## src/rtl/g15_pkg.sv

```systemverilog
// Shared G-15 accessory types: adapter state encoding and the FIFO entry
// layout used by the PL19/PL20 host adapters.
package g15_pkg;

  localparam int PL19_DIGIT_BITS = 4;

  typedef enum logic [1:0] {
    IDLE,
    ARMED,
    SHIFT
  } pl19_state_t;

  typedef struct packed {
    logic                       stop;
    logic [PL19_DIGIT_BITS-1:0] digit;
  } pl19_entry_t;

endpackage

```

## src/rtl/io_fifo.sv

```systemverilog
// Small synchronous FIFO with occupancy count and registered-memory head;
// a push and a pop may happen in the same cycle, even when full.
module io_fifo #(
  parameter int WIDTH = 5,
  parameter int DEPTH = 8
) (
  input  logic                     clk,
  input  logic                     rst,
  input  logic                     push,
  input  logic [WIDTH-1:0]         push_data,
  input  logic                     pop,
  output logic [WIDTH-1:0]         head,
  output logic [$clog2(DEPTH):0]   count
);

  localparam int AW = $clog2(DEPTH);
  localparam int CW = AW + 1;

  logic [WIDTH-1:0] mem [DEPTH];
  logic [AW-1:0]    wr_ptr;
  logic [AW-1:0]    rd_ptr;
  logic             do_push;
  logic             do_pop;

  assign do_pop  = pop && (count != '0);
  assign do_push = push && ((count != CW'(DEPTH)) || do_pop);
  assign head    = mem[rd_ptr];

  always_ff @(posedge clk) begin
    if (do_push) begin
      mem[wr_ptr] <= push_data;
    end
  end

  always_ff @(posedge clk) begin
    if (rst) begin
      wr_ptr <= '0;
      rd_ptr <= '0;
      count  <= '0;
    end else begin
      if (do_push) begin
        wr_ptr <= wr_ptr + AW'(1);
      end
      if (do_pop) begin
        rd_ptr <= rd_ptr + AW'(1);
      end
      case ({do_push, do_pop})
        2'b10:   count <= count + CW'(1);
        2'b01:   count <= count - CW'(1);
        default: count <= count;
      endcase
    end
  end

endmodule

```

## src/rtl/pl19_input_adapter.sv

```systemverilog
// PL19 host input adapter: buffers host digits/stop markers and shifts each
// digit MSB-first onto PL19_INPUT under the control switch's bit strobe.
module pl19_input_adapter
  import g15_pkg::*;
#(
  parameter int DEPTH = 8
) (
  input  logic                   CLOCK,
  input  logic                   rst,
  input  logic [3:0]             in_digit,
  input  logic                   in_stop,
  input  logic                   in_valid,
  output logic                   in_ready,
  input  logic                   PL19_START_INPUT,
  input  logic                   PL19_STOP_INPUT,
  input  logic                   PL19_SHIFT_CMD_M20,
  output logic                   PL19_INPUT,
  output logic                   stop_seen,
  output logic                   underrun,
  output logic                   busy,
  output logic [$clog2(DEPTH):0] fifo_count
);

  localparam int CW = $clog2(DEPTH) + 1;

  pl19_state_t                state;
  pl19_state_t                next_state;
  logic [PL19_DIGIT_BITS-1:0] shreg;
  logic [PL19_DIGIT_BITS-1:0] next_shreg;
  logic [1:0]                 bitcnt;
  logic [1:0]                 next_bitcnt;
  logic                       next_underrun;
  logic                       next_stop_seen;
  logic                       pop;
  logic                       fifo_empty;
  pl19_entry_t                head_entry;
  pl19_entry_t                push_entry;

  assign push_entry.stop  = in_stop;
  assign push_entry.digit = in_digit;
  assign fifo_empty       = (fifo_count == '0);
  assign in_ready         = (fifo_count < CW'(DEPTH)) || pop;

  io_fifo #(
    .WIDTH ($bits(pl19_entry_t)),
    .DEPTH (DEPTH)
  ) u_fifo (
    .clk       (CLOCK),
    .rst       (rst),
    .push      (in_valid && in_ready),
    .push_data (push_entry),
    .pop       (pop),
    .head      (head_entry),
    .count     (fifo_count)
  );

  always_ff @(posedge CLOCK) begin
    if (rst) begin
      state     <= IDLE;
      shreg     <= '0;
      bitcnt    <= '0;
      underrun  <= 1'b0;
      stop_seen <= 1'b0;
    end else begin
      state     <= next_state;
      shreg     <= next_shreg;
      bitcnt    <= next_bitcnt;
      underrun  <= next_underrun;
      stop_seen <= next_stop_seen;
    end
  end

  // Abort beats start and strobe; the fourth strobe of a digit reloads from
  // the FIFO head in the same cycle so no strobe is ever lost between digits.
  always_comb begin
    next_state     = state;
    next_shreg     = shreg;
    next_bitcnt    = bitcnt;
    next_underrun  = underrun;
    next_stop_seen = 1'b0;
    pop            = 1'b0;
    if (PL19_STOP_INPUT) begin
      next_state  = IDLE;
      next_shreg  = '0;
      next_bitcnt = '0;
    end else begin
      case (state)
        IDLE: begin
          if (PL19_START_INPUT) begin
            next_state    = ARMED;
            next_underrun = 1'b0;
          end
        end
        ARMED: begin
          if (!fifo_empty) begin
            pop = 1'b1;
            if (head_entry.stop) begin
              next_stop_seen = 1'b1;
              next_state     = IDLE;
            end else begin
              next_shreg  = head_entry.digit;
              next_bitcnt = '0;
              next_state  = SHIFT;
            end
          end else if (PL19_SHIFT_CMD_M20) begin
            next_underrun = 1'b1;
          end
        end
        SHIFT: begin
          if (PL19_SHIFT_CMD_M20) begin
            if (bitcnt != 2'd3) begin
              next_shreg  = {shreg[PL19_DIGIT_BITS-2:0], 1'b0};
              next_bitcnt = bitcnt + 2'd1;
            end else if (fifo_empty) begin
              next_shreg  = {shreg[PL19_DIGIT_BITS-2:0], 1'b0};
              next_bitcnt = '0;
              next_state  = ARMED;
            end else begin
              pop         = 1'b1;
              next_bitcnt = '0;
              if (head_entry.stop) begin
                next_stop_seen = 1'b1;
                next_shreg     = '0;
                next_state     = IDLE;
              end else begin
                next_shreg = head_entry.digit;
              end
            end
          end
        end
        default: begin
          next_state = IDLE;
        end
      endcase
    end
  end

  assign PL19_INPUT = (state == SHIFT) && shreg[PL19_DIGIT_BITS-1];
  assign busy       = (state != IDLE);

endmodule

```

## config.mk

```make
export PLATFORM = sky130hd
export DESIGN_NAME = pl19_input_adapter
export DESIGN_NICKNAME = d
export VERILOG_FILES = /design/src/rtl/g15_pkg.sv /design/src/rtl/io_fifo.sv /design/src/rtl/pl19_input_adapter.sv
export SDC_FILE = /design/constraint.sdc
export NUM_CORES = 1
export LEC_CHECK = 0
export BUFFER_PORTS_ARGS = -buffer_cell sky130_fd_sc_hd__buf_2
export CAP_MARGIN = 5
export CORE_ASPECT_RATIO = 0.6
export CORE_MARGIN = 2
export CORE_UTILIZATION = 59
export CTS_BUF_LIST = sky130_fd_sc_hd__clkbuf_16
export CTS_CLUSTER_DIAMETER = 150
export DETAILED_ROUTE_END_ITERATION = 8
export GPL_TIMING_DRIVEN = 0
export PLACE_DENSITY_LB_ADDON = 0.1
export SYNTH_ARGS = -nofsm -noshare
export SYNTH_HDL_FRONTEND = slang
export SYNTH_SLANG_ARGS = --single-unit
```

## constraint.sdc

```tcl
create_clock -name CLOCK -period 3.2 [get_ports CLOCK]
set_clock_uncertainty 0.2 [all_clocks]
set_input_delay 0.48 -clock CLOCK [delete_from_list [all_inputs] [get_ports CLOCK]]
set_output_delay 0.48 -clock CLOCK [all_outputs]
set_load 0.02 [all_outputs]
```

-- Word-level counts from Yosys, hierarchy flattened
Memory sizes are Yosys's and may differ from the RTL's. A register that Yosys moved wholly into a read port is not among the register bits.
Index checks and enable logic that the tools add are counted.
- $lt $le $gt $ge: 1
- equality and inequality tests: 14
- reductions and logical operators: 17
- bitwise gates (word level): 1
- multiplexer cells: 39
- add/sub/neg operators: 5
- operators by type and width (operator ; count):
    two-way mux 4 bit ; 6
    two-way mux 2 bit ; 11
    inequality test 2 bit (second input constant) ; 8
    case mux 4 bit (2 select lines) ; 2
    two-way mux 1 bit ; 13
    AND reduction 5 bit ; 2
    nonzero test 2 bit ; 4
    adder 3 x 1 -> 3 bit (second input constant) ; 2
    two-way mux 3 bit ; 2
    case mux 1 bit (2 select lines) ; 3
    case mux 2 bit (3 select lines) ; 1
    adder 4 x 1 -> 4 bit (second input constant) ; 1
    == test 2 x 1 -> 1 bit (second input constant) ; 2
    == test 2 bit (second input constant) ; 2
    logical AND 1 bit ; 4
    zero test 4 bit ; 1
    less-than comparator 4 bit (second input constant) ; 1
    inequality test 4 bit (second input constant) ; 1
    case mux 2 bit (2 select lines) ; 1
    AND reduction 4 bit ; 1
    nonzero test 4 bit ; 1
    subtractor 4 x 1 -> 4 bit (second input constant) ; 1
    inequality test 3 bit (second input constant) ; 1
    adder 2 x 1 -> 2 bit (second input constant) ; 1
    other kinds (4) ; 5
- register bits after elaboration: 20
- output and inout bits: 9
- memories kept: 1
- bits in writable memories: 40
- input bits: 11
- memories (name ; depth ; bits a word ; read ports ; clocked after memory_dff ; wr ports ; line ; RTL):
    u_fifo.mem ; 8 ; 5 ; 1 ; 1 ; 1 ; io_fifo.sv:19 ; logic [WIDTH-1:0] mem [DEPTH];

-- Logic depth before layout (Yosys ltp)
Gate-level depths: netlist of the first run.
- depth in word-level cells: 11
- gate-level depth with buffers: 13

-- Hierarchy
From an unflattened synthesis of the first run, not the netlist that was laid out.
- cells, all modules: 200
- area total of the unflattened synthesis: 2821.5 sq um
- modules (own cells, without submodules) (module ; area each (sq um) ; seq. area each (sq um) ; cells each ; instances):
    io_fifo ; 2193.4 ; 1461.4 ; 130 ; 1
    pl19_input_adapter ; 628.1 ; 200.2 ; 70 ; 1

-- Least setup slack after synthesis of the first run
OpenSTA, ideal clock, no wires.
- kind: flip-flop to flip-flop
- start point: register state[0]
- end point: memory u_fifo.mem[0][0] (enable)
- required time: 2.626 ns
- setup time: 0.374 ns
- arrival time: 2.255 ns
- path slack: 0.371 ns
- stages on the path, launching flop included: 9
- period minus slack after synthesis: 2.829 ns
- path through: dfxtp_1 -> inv_1 -> ha_1 -> clkbuf_1 -> a31oi_1 -> o21ai_1 -> nand2_1 -> or2_2 -> nor3_1
- cells in the longest elaborated chain, start to end: 8
- elaborated cells on any way between the ends: 11
- those cells by class: eq/ne (2); mux (4); reduce/logical (5)
- RTL lines (what ; line ; RTL):
    start, declared ; pl19_input_adapter.sv:26 ; pl19_state_t state;
    start signal, assigned ; pl19_input_adapter.sv:65 ; state <= next_state;
    == test 2 bit / == test 2 x 1 -> 1 bit (equally long branches) ; pl19_input_adapter.sv:87 ; case (state)
    case mux 1 bit (2 select lines) (*) ; pl19_input_adapter.sv:87 ;
    two-way mux 1 bit (*) ; pl19_input_adapter.sv:82 ; if (PL19_STOP_INPUT) begin
    logical OR 1 bit (*) ; pl19_input_adapter.sv:42 ; assign in_ready = (fifo_count < CW'(DEPTH)) || pop;
    net in_ready ; pl19_input_adapter.sv:13 ; output logic in_ready,
    logical AND 1 bit (*) ; pl19_input_adapter.sv:50 ; .push (in_valid && in_ready),
    logical AND 1 bit (*) ; io_fifo.sv:26 ; assign do_push = push && ((count != CW'(DEPTH)) || do_pop);
    two-way mux 1 bit (*) ; io_fifo.sv:30 ; if (do_push) begin
    two-way mux 1 bit (implied by the code) (*) ; io_fifo.sv:31 ; mem[wr_ptr] <= push_data;
    end, declared ; io_fifo.sv:19 ;
The timed path passes the listed nets; every way through them passes the cells marked *.

-- Final worst setup path of the first run
- start point: register state[0]
- end point: register u_fifo.count[3]
- cells in the longest elaborated chain, start to end: 8
- elaborated cells on any way between the ends: 13
- those cells by class: eq/ne (4); mux (3); reduce/logical (6)
- RTL lines (what ; line ; RTL):
    == test 2 bit / == test 2 x 1 -> 1 bit (equally long branches) ; pl19_input_adapter.sv:87 ;
    case mux 1 bit (2 select lines) (*) ; pl19_input_adapter.sv:87 ;
    two-way mux 1 bit (*) ; pl19_input_adapter.sv:82 ;
    logical OR 1 bit / logical AND 1 bit (equally long branches) ; pl19_input_adapter.sv:42, io_fifo.sv:25 ;
    logical AND 1 bit / logical OR 1 bit (equally long branches) ; pl19_input_adapter.sv:50, io_fifo.sv:26 ;
    logical AND 1 bit ; io_fifo.sv:26 ;
    == test 2 x 1 -> 1 bit / == test 2 bit (equally long branches) ; io_fifo.sv:47 ; case ({do_push, do_pop})
    case mux 4 bit (2 select lines) / nonzero test 2 bit (equally long branches) ; -- ;
    end signal, assigned ; io_fifo.sv:48 ; 2'b10: count <= count + CW'(1);
    end signal, assigned ; io_fifo.sv:49 ; 2'b01: count <= count - CW'(1);
    end signal, assigned ; io_fifo.sv:50 ; default: count <= count;
    end, declared ; io_fifo.sv:13 ; output logic [$clog2(DEPTH):0] count
Every way passes the cells marked *; elsewhere a longest branch is shown, timed or not.
A chain may end at the register's enable or synchronous reset.

==> qor.txt, run 1 <==
status -> completed
P per Cell Area -> 591.3 nW/um^2
Gate Count Post-Synth -> 201
Slew headroom -> 50.43%
Post-synth EDFFs -> 40
fin crit period -> 2.993 ns
Synth Register Bits -> 63
Routed wire per std cell -> 17.80 um
First-pass DRT Iterations -> 4
dpl cell area -> 2953 um^2
num ports -> 20
highest net fanout along the worst path -> 8
final critical-path share of the clock period -> 93.54%
Critical Path End Type -> flop
CP Launch Type -> flop
final instance area -> 3264 um^2
Max Cap Viol -> 0
DRT iter0 DRCs -> 104
initial antenna violation count -> 0
GRT Overall Usage -> 22.47%
CP required -> 3.19 ns
distinct cell type count after synthesis -> 43
final wirelength -> 5322 um
# setup viols final -> 0
Clock Latency Late Sink -> 0.32 ns
core area -> 4541 um^2
hold buffer count at CTS -> 0
setup TNS -> 0 ns
number of port buffers -> 19
Hold Path Class -> input pin to flop
DRC errors left -> 0
TritonCTS clock tree -> yes
WP data arrival -> 2.98 ns
post-synthesis sequential area ratio -> 59.79%
LEAKAGE -> 1.211 nW
CTS Sinks -> 63
vias in the first global route -> 1635
Final #Nets -> 252
most frequent cells in the layout -> edfxtp_1, dfxtp_1, buf_2, nor2_1, a21oi_1
largest net degree at the start of global routing -> 12
die width -> 92.60 um
setup repair bufs after CTS -> 0
layout cells sized above 1 -> 22.88%
Setup CP Type -> flop to flop
dpl hpwl -> 3661 um
ys async rst share -> 0%
first-pass GRT wire length -> 8376 um
final hold violation count -> 0
f_max -> 334.1 MHz
Final Non-Filler Cells -> 299
post-layout util -> 71.89%
row cnt -> 19
syn avg cell area -> 13.83 um^2
GRT overflow -> 0
GPL Wtd Cong -> 0.8401
Vias/cell -> 5.732
Synth Cell Area -> 2779 um^2
post-synth net total -> 222
Worst Max-Slew Pin Slew -> 0.7374 ns
Root Buffer -> clkbuf_16
commonest non-fill, non-tap cell in the layout -> edfxtp_1
Chip Height -> 57.16 um
peak supply drop -> 422.1 uV
initial core utilization -> 61.20%
dpl ws -> -0.1395 ns
CTS Buf Count -> 9
PnR worst setup slack -> 0.2068 ns
clk slew on worst S/H paths -> 0.05 ns
H-tree levels -> 3
Syn-to-layout area delta -> 17.47%
die footprint -> 5293 um^2
Antenna Cells -> 0
count of pins over their slew limit -> 0
RSZ-0062 raised after global routing -> yes
DR vias -> 1714
YS warnings -> 0
Placed Cells -> 283
Routed Antenna Nets -> 0
deepest clock path buffer count -> 2
Synth Flop Type -> edfxtp_1
## synth_stat cells, drive strengths merged, types with 4 or more instances
cell type / count / area (um^2)
a21oi: 14 / 70.07
clkbuf: 4 / 15.01
dfxtp: 23 / 460.4
edfxtp: 40 / 1201
ha: 9 / 112.6
inv: 7 / 26.27
mux2i: 10 / 112.6
mux4: 10 / 255.2
nand2: 12 / 45.04
nand2b: 5 / 31.28
nand3: 4 / 20.02
nor2: 20 / 75.07
nor3: 5 / 30.03
o21ai: 6 / 33.78
## cells by family (layout without fill, tap and decap cells)
logic type / count (synthesis) / count (layout) / share of synthesized area, %
DFF: 63 / 63 / 59.79
and+or+nand+nor: 58 / 58 / 10.58
AOI/OAI and AO/OA: 31 / 31 / 7.565
muxes: 21 / 21 / 13.64
buffers and inverters: 13 / 48 / 2.071
adders and majority gates: 10 / 10 / 4.773
xor gates and xnor gates: 5 / 5 / 1.576
## layout make-up
type                       instances  area, um^2
tap                               63       78.83
clock inverter                     7       56.30
buffer                             6       31.28
fill                             287        1276
sequential                        63        1662
multi-input combinational        125        1090
timing repair buffer              19       95.09
inverter                           7       26.28
clock buffer                       9       225.2
## metrics by stage
stage	power [mW]	hold slack, ns
4_1_cts	1.945	0.1922
6_report	1.930	0.2202
5_1_grt	2.001	0.2048
3_5_place_dp	1.036	0.2578
3_3_place_gp	1.026	0.2436
2_1_floorplan	0.9924	0.2343
## registers in the layout (all words and copies together), names as in the netlist, named ones only
register,flops
u_fifo.mem,40
shreg,4
u_fifo.count,4
u_fifo.rd_ptr,3
u_fifo.wr_ptr,3
bitcnt,2
state,2
stop_seen,1
underrun,1
## per-layer routing
layer | track usage [%] | wire [um] | vias up
li1 | - | - | 827
met1 | 31.24 | 2572 | 850
met2 | 32.74 | 2419 | 29
met3 | 8.983 | 236 | 8
met4 | 7.889 | 94 | 0
met5 | 0 | 0 | -
## worst max-delay path: stages (launching register included)
cell and delay [ns]:
dfxtp_1 0.33, inv_1 0.10, ha_1 0.15, clkbuf_1 0.31, a31oi_1 0.23, nor3_4 0.36, nand2b_1 0.17, inv_2 0.10
ha_1 0.22, a21o_1 0.17, a21oi_1 0.18, nand2_1 0.09, mux2i_1 0.17, a21oi_1 0.08
## report_power, final
group	total, mW	internal (mW)	switching, mW
combinational	0.128	0.0482	0.0797
sequential	0.898	0.885	0.0127
clock	0.905	0.589	0.316
## timing repair
item / 4_1_cts / 5_1_grt
hold endpoints to repair: 0 / 0
pin swaps: 0 / 1
endpoints found under the setup margin: 5 / 19
resized for setup: 1 / 6
## path summary, 6_finish.rpt
| check | startpoint | endpoint | slack [ns] | depth (start not counted) |
|---|---|---|---|---|
| worst max-delay path | state[0] | u_fifo.count[3] | 0.21 | 13 |
| worst min-delay path | rst | u_fifo.count[1] | 0.22 | 2 |
| worst max register to register | state[0] | u_fifo.count[3] | 0.21 | 13 |
| worst min register to register | shreg[0] | shreg[0] | 0.27 | 2 |
Note: power is estimated with default switching activity, not from simulation.
==> run 2: changes to the inputs <==
- PLACE_DENSITY: unset -> 0.84
- PLACE_DENSITY_LB_ADDON: 0.1 -> unset
==> qor.txt, run 2 (synthesis results as in run 1) <==
first-pass GRT wire length -> 8369 um
Top reg by flops -> u_fifo.mem
TritonCTS clock tree -> yes
footprint of the multi-input gates -> 1074 um^2
Chip Height -> 57.16 um
hold buffer count at CTS -> 0
peak supply drop -> 569.3 uV
LEAKAGE -> 1.212 nW
CTS Sinks -> 63
final critical-path share of the clock period -> 93.36%
setup TNS -> 0 ns
final hold violation count -> 0
most frequent cells in the layout -> edfxtp_1, dfxtp_1, buf_2, nor2_1, a21oi_1
dpl hpwl -> 3398 um
highest net fanout along the worst path -> 7
number of port buffers -> 19
P per Cell Area -> 601.9 nW/um^2
largest net degree at the start of global routing -> 13
GRT Overall Usage -> 22.13%
Routed Antenna Nets -> 0
initial core utilization -> 61.20%
Root Buffer -> clkbuf_16
num ports -> 20
First-pass DRT Iterations -> 4
WP data arrival -> 2.75 ns
fillcell total -> 304
Setup CP Type -> flop to flop
biggest regs -> u_fifo.mem (40), shreg (4), u_fifo.count (4)
PnR worst setup slack -> 0.2126 ns
Clock Latency Late Sink -> 0.33 ns
CTS Buf Count -> 9
core area -> 4541 um^2
die footprint -> 5293 um^2
deepest clock path buffer count -> 2
initial antenna violation count -> 0
dpl ws -> 0.02152 ns
layout cells sized above 1 -> 22.46%
DRT iter0 DRCs -> 121
fin crit period -> 2.987 ns
Max Cap Viol -> 0
vias in the first global route -> 1651
RSZ-0062 raised after global routing -> yes
GRT overflow -> 0
Slew headroom -> 45.67%
Syn-to-layout area delta -> 17.47%
# setup viols final -> 0
final wirelength -> 4984 um
count of pins over their slew limit -> 0
CP Launch Type -> flop
Reg area -> 1662 um^2
row cnt -> 19
Antenna Cells -> 0
GPL Wtd Cong -> 0.8404
f_max -> 334.7 MHz
Routed wire per std cell -> 16.67 um
H-tree levels -> 3
Final #Nets -> 252
commonest non-fill, non-tap cell in the layout -> edfxtp_1
post-layout util -> 71.89%
Critical Path End Type -> flop
die width -> 92.60 um
Worst Max-Slew Pin Slew -> 0.8088 ns
CP required -> 2.96 ns
Vias/cell -> 5.652
DRC errors left -> 0
status -> completed
Hold Path Class -> input pin to flop
clk slew on worst S/H paths -> 0.05 ns
max reg flops -> 40
DR vias -> 1690
[run 2: changes by cell type in the layout (fill, tap and decap cells not counted), sizes merged]
cell	delta
inv	+2
clkinv	-3
clkinvlp	+1
[run 2: worst max-delay path: stages, from the launching register on]
cell,delay [ns]
dfxtp_1,0.34
inv_1,0.09
ha_1,0.14
clkbuf_1,0.28
a31oi_1,0.21
o21ai_1,0.41
nand2_1,0.15
or2_2,0.36
nor2_1,0.44
[run 2: routing by layer]
metal | part of all wire, % | track usage (%) | up-vias
met5 | 0 | 0 | -
met4 | 1.5 | 8.316 | 0
met3 | 6.1 | 7.662 | 8
met2 | 45 | 32.53 | 39
met1 | 47 | 31.11 | 820
li1 | - | - | 823
[run 2: timing repair]
| action | in CTS | in global routing |
|---|---|---|
| buffers inserted | 0 | 0 |
| setup endpoints to repair | 0 | 11 |
| gates resized for setup | 0 | 3 |
[run 2: stage by stage]
step | power, mW | hold WS (ns) | cell area, um^2 | cells
floorplan | 0.9924 | 0.2343 | 2779 | 201
global placement | 1.027 | 0.2438 | 2953 | 283
detailed placement | 1.032 | 0.2587 | 2953 | 283
CTS | 1.974 | 0.1962 | 3251 | 299
global route | 2.038 | 0.2124 | 3264 | 299
finish | 1.965 | 0.2053 | 3264 | 299
[run 2: path summary, 6_finish.rpt]
check / startpoint / end / slack (ns) / depth (start not counted)
max: state[0] / u_fifo.mem[6][4] / 0.21 / 8
min: rst / stop_seen / 0.21 / 2
max reg2reg: state[0] / u_fifo.mem[6][4] / 0.21 / 8
min reg2reg: bitcnt[1] / bitcnt[1] / 0.26 / 2
[run 2: area by class of cell]
cell class	count	area share, %
Sequential cell	63	50.90
Multi-Input combinational cell	125	32.89
Clock buffer	9	6.899
Timing Repair Buffer	19	2.913
Tap cell	63	2.415
Clock inverter	7	2.223
Buffer	6	0.9582
Inverter	7	0.8049
[run 2: report_power, final]
| group | total (mW) | switching, mW | internal [mW] |
|---|---|---|---|
| logic | 0.122 | 0.0750 | 0.0472 |
| clock network | 0.946 | 0.342 | 0.604 |
| registers | 0.897 | 0.0123 | 0.885 |
==> run 3: changes to the inputs <==
- CORE_UTILIZATION: 59 -> 49
- PLACE_DENSITY: 0.84 -> 0.73
==> qor.txt, run 3 (synthesis results as in run 1) <==
status -> completed
Routed wire per std cell -> 16.19 um
largest net degree at the start of global routing -> 13
CP Launch Type -> flop
die footprint -> 6310 um^2
peak supply drop -> 473.1 uV
clk slew on worst S/H paths -> 0.06 ns
GPL Wtd Cong -> 0.7748
final critical-path share of the clock period -> 94.89%
Critical Path End Type -> flop
First-pass DRT Iterations -> 4
dpl hpwl -> 3421 um
WP data arrival -> 2.80 ns
commonest non-fill, non-tap cell in the layout -> edfxtp_1
max reg flops -> 40
row cnt -> 21
most frequent cells in the layout -> edfxtp_1, dfxtp_1, buf_2, nor2_1, a21oi_1
initial antenna violation count -> 0
DR vias -> 1683
layout cells sized above 1 -> 23.31%
DRT iter0 DRCs -> 74
CTS Sinks -> 63
LEAKAGE -> 1.206 nW
CTS Buf Count -> 9
fillcell total -> 440
Setup CP Type -> flop to flop
num ports -> 20
Antenna Cells -> 0
GRT overflow -> 0
PnR worst setup slack -> 0.1635 ns
dpl ws -> -0.05001 ns
highest net fanout along the worst path -> 7
first-pass GRT wire length -> 8266 um
Root Buffer -> clkbuf_16
# setup viols final -> 0
deepest clock path buffer count -> 2
core area -> 5518 um^2
H-tree levels -> 3
reg2reg setup slack -> 0.16 ns
setup repair bufs after CTS -> 0
RSZ-0062 raised after global routing -> yes
TritonCTS clock tree -> yes
Final #Nets -> 252
Slew headroom -> 45.95%
Max Cap Viol -> 0
final wirelength -> 4938 um
Routed Antenna Nets -> 0
Top reg by flops -> u_fifo.mem
biggest regs -> u_fifo.mem (40), shreg (4), u_fifo.count (4)
GRT Overall Usage -> 17.98%
Worst Max-Slew Pin Slew -> 0.8045 ns
hold buffer count at CTS -> 0
f_max -> 329.3 MHz
CP required -> 2.97 ns
P per Cell Area -> 603.0 nW/um^2
Clock Latency Late Sink -> 0.34 ns
initial core utilization -> 50.36%
die width -> 101.2 um
final hold slack -> 0.1934 ns
count of pins over their slew limit -> 0
Hold Path Class -> input pin to flop
DRC errors left -> 0
number of port buffers -> 19
fin crit period -> 3.037 ns
Syn-to-layout area delta -> 17.83%
Vias/cell -> 5.518
final hold violation count -> 0
Chip Height -> 62.34 um
vias in the first global route -> 1639
run 3: layout make-up:
type | count | area, um^2 | share of cell area (%)
tap | 69 | 86.33 | 2.637
multi-input combinational | 125 | 1076 | 32.86
buffer | 6 | 31.28 | 0.9553
timing repair buffer | 19 | 95.09 | 2.904
inverter | 7 | 26.28 | 0.8024
clock buffer | 9 | 225.2 | 6.878
sequential | 63 | 1662 | 50.75
clock inverter | 7 | 72.57 | 2.216
run 3: what timing repair did:
action	in CTS	in global routing
gates resized for setup	1	3
pin swaps	0	1
endpoints found under the setup margin	5	21
run 3: path summary, 6_finish.rpt:
path	from	endpoint	cells after the start
worst max-delay path	state[0]	u_fifo.mem[2][4]	8
worst min-delay path	rst	u_fifo.count[1]	2
worst min register to register	shreg[0]	shreg[0]	2
worst max register to register	state[0]	u_fifo.mem[2][4]	8
run 3: power breakdown:
group	switching (mW)	internal (mW)	total [mW]	leakage (nW)
combinational	0.0753	0.0472	0.122	0.514
clock	0.353	0.602	0.955	0.142
sequential	0.0121	0.884	0.897	0.550
total	0.441	1.53	1.97	1.21
run 3: worst max-delay path, stage by stage, from the launching register on:
cell,delay (ns)
dfxtp_1,0.34
inv_1,0.09
ha_1,0.14
clkbuf_1,0.27
a31oi_1,0.21
o21ai_1,0.45
nand2_1,0.15
or2_2,0.36
nor2_1,0.45
run 3: per-layer routing:
layer / global-route usage [%] / part of all wire, % / vias up
li1: - / - / 822
met1: 25.81 / 50 / 816
met2: 23.92 / 43 / 36
met3: 8.671 / 5.8 / 9
met4: 5.912 / 1.4 / 0
met5: 0 / 0 / -
run 3: metrics by stage:
stage / TNS [ns] / instances / total power, mW / cell area (um^2) / utilization, %
finish: 0 / 305 / 1.974 / 3274 / 59.34
global route: -0.8017 / 305 / 2.054 / 3274 / 59.34
CTS: 0 / 305 / 1.993 / 3263 / 59.14
detailed placement: -0.2487 / 289 / 1.033 / 2960 / 53.65
global placement: 0 / 289 / 1.029 / 2960 / 53.65
floorplan: 0 / 201 / 0.9924 / 2779 / -
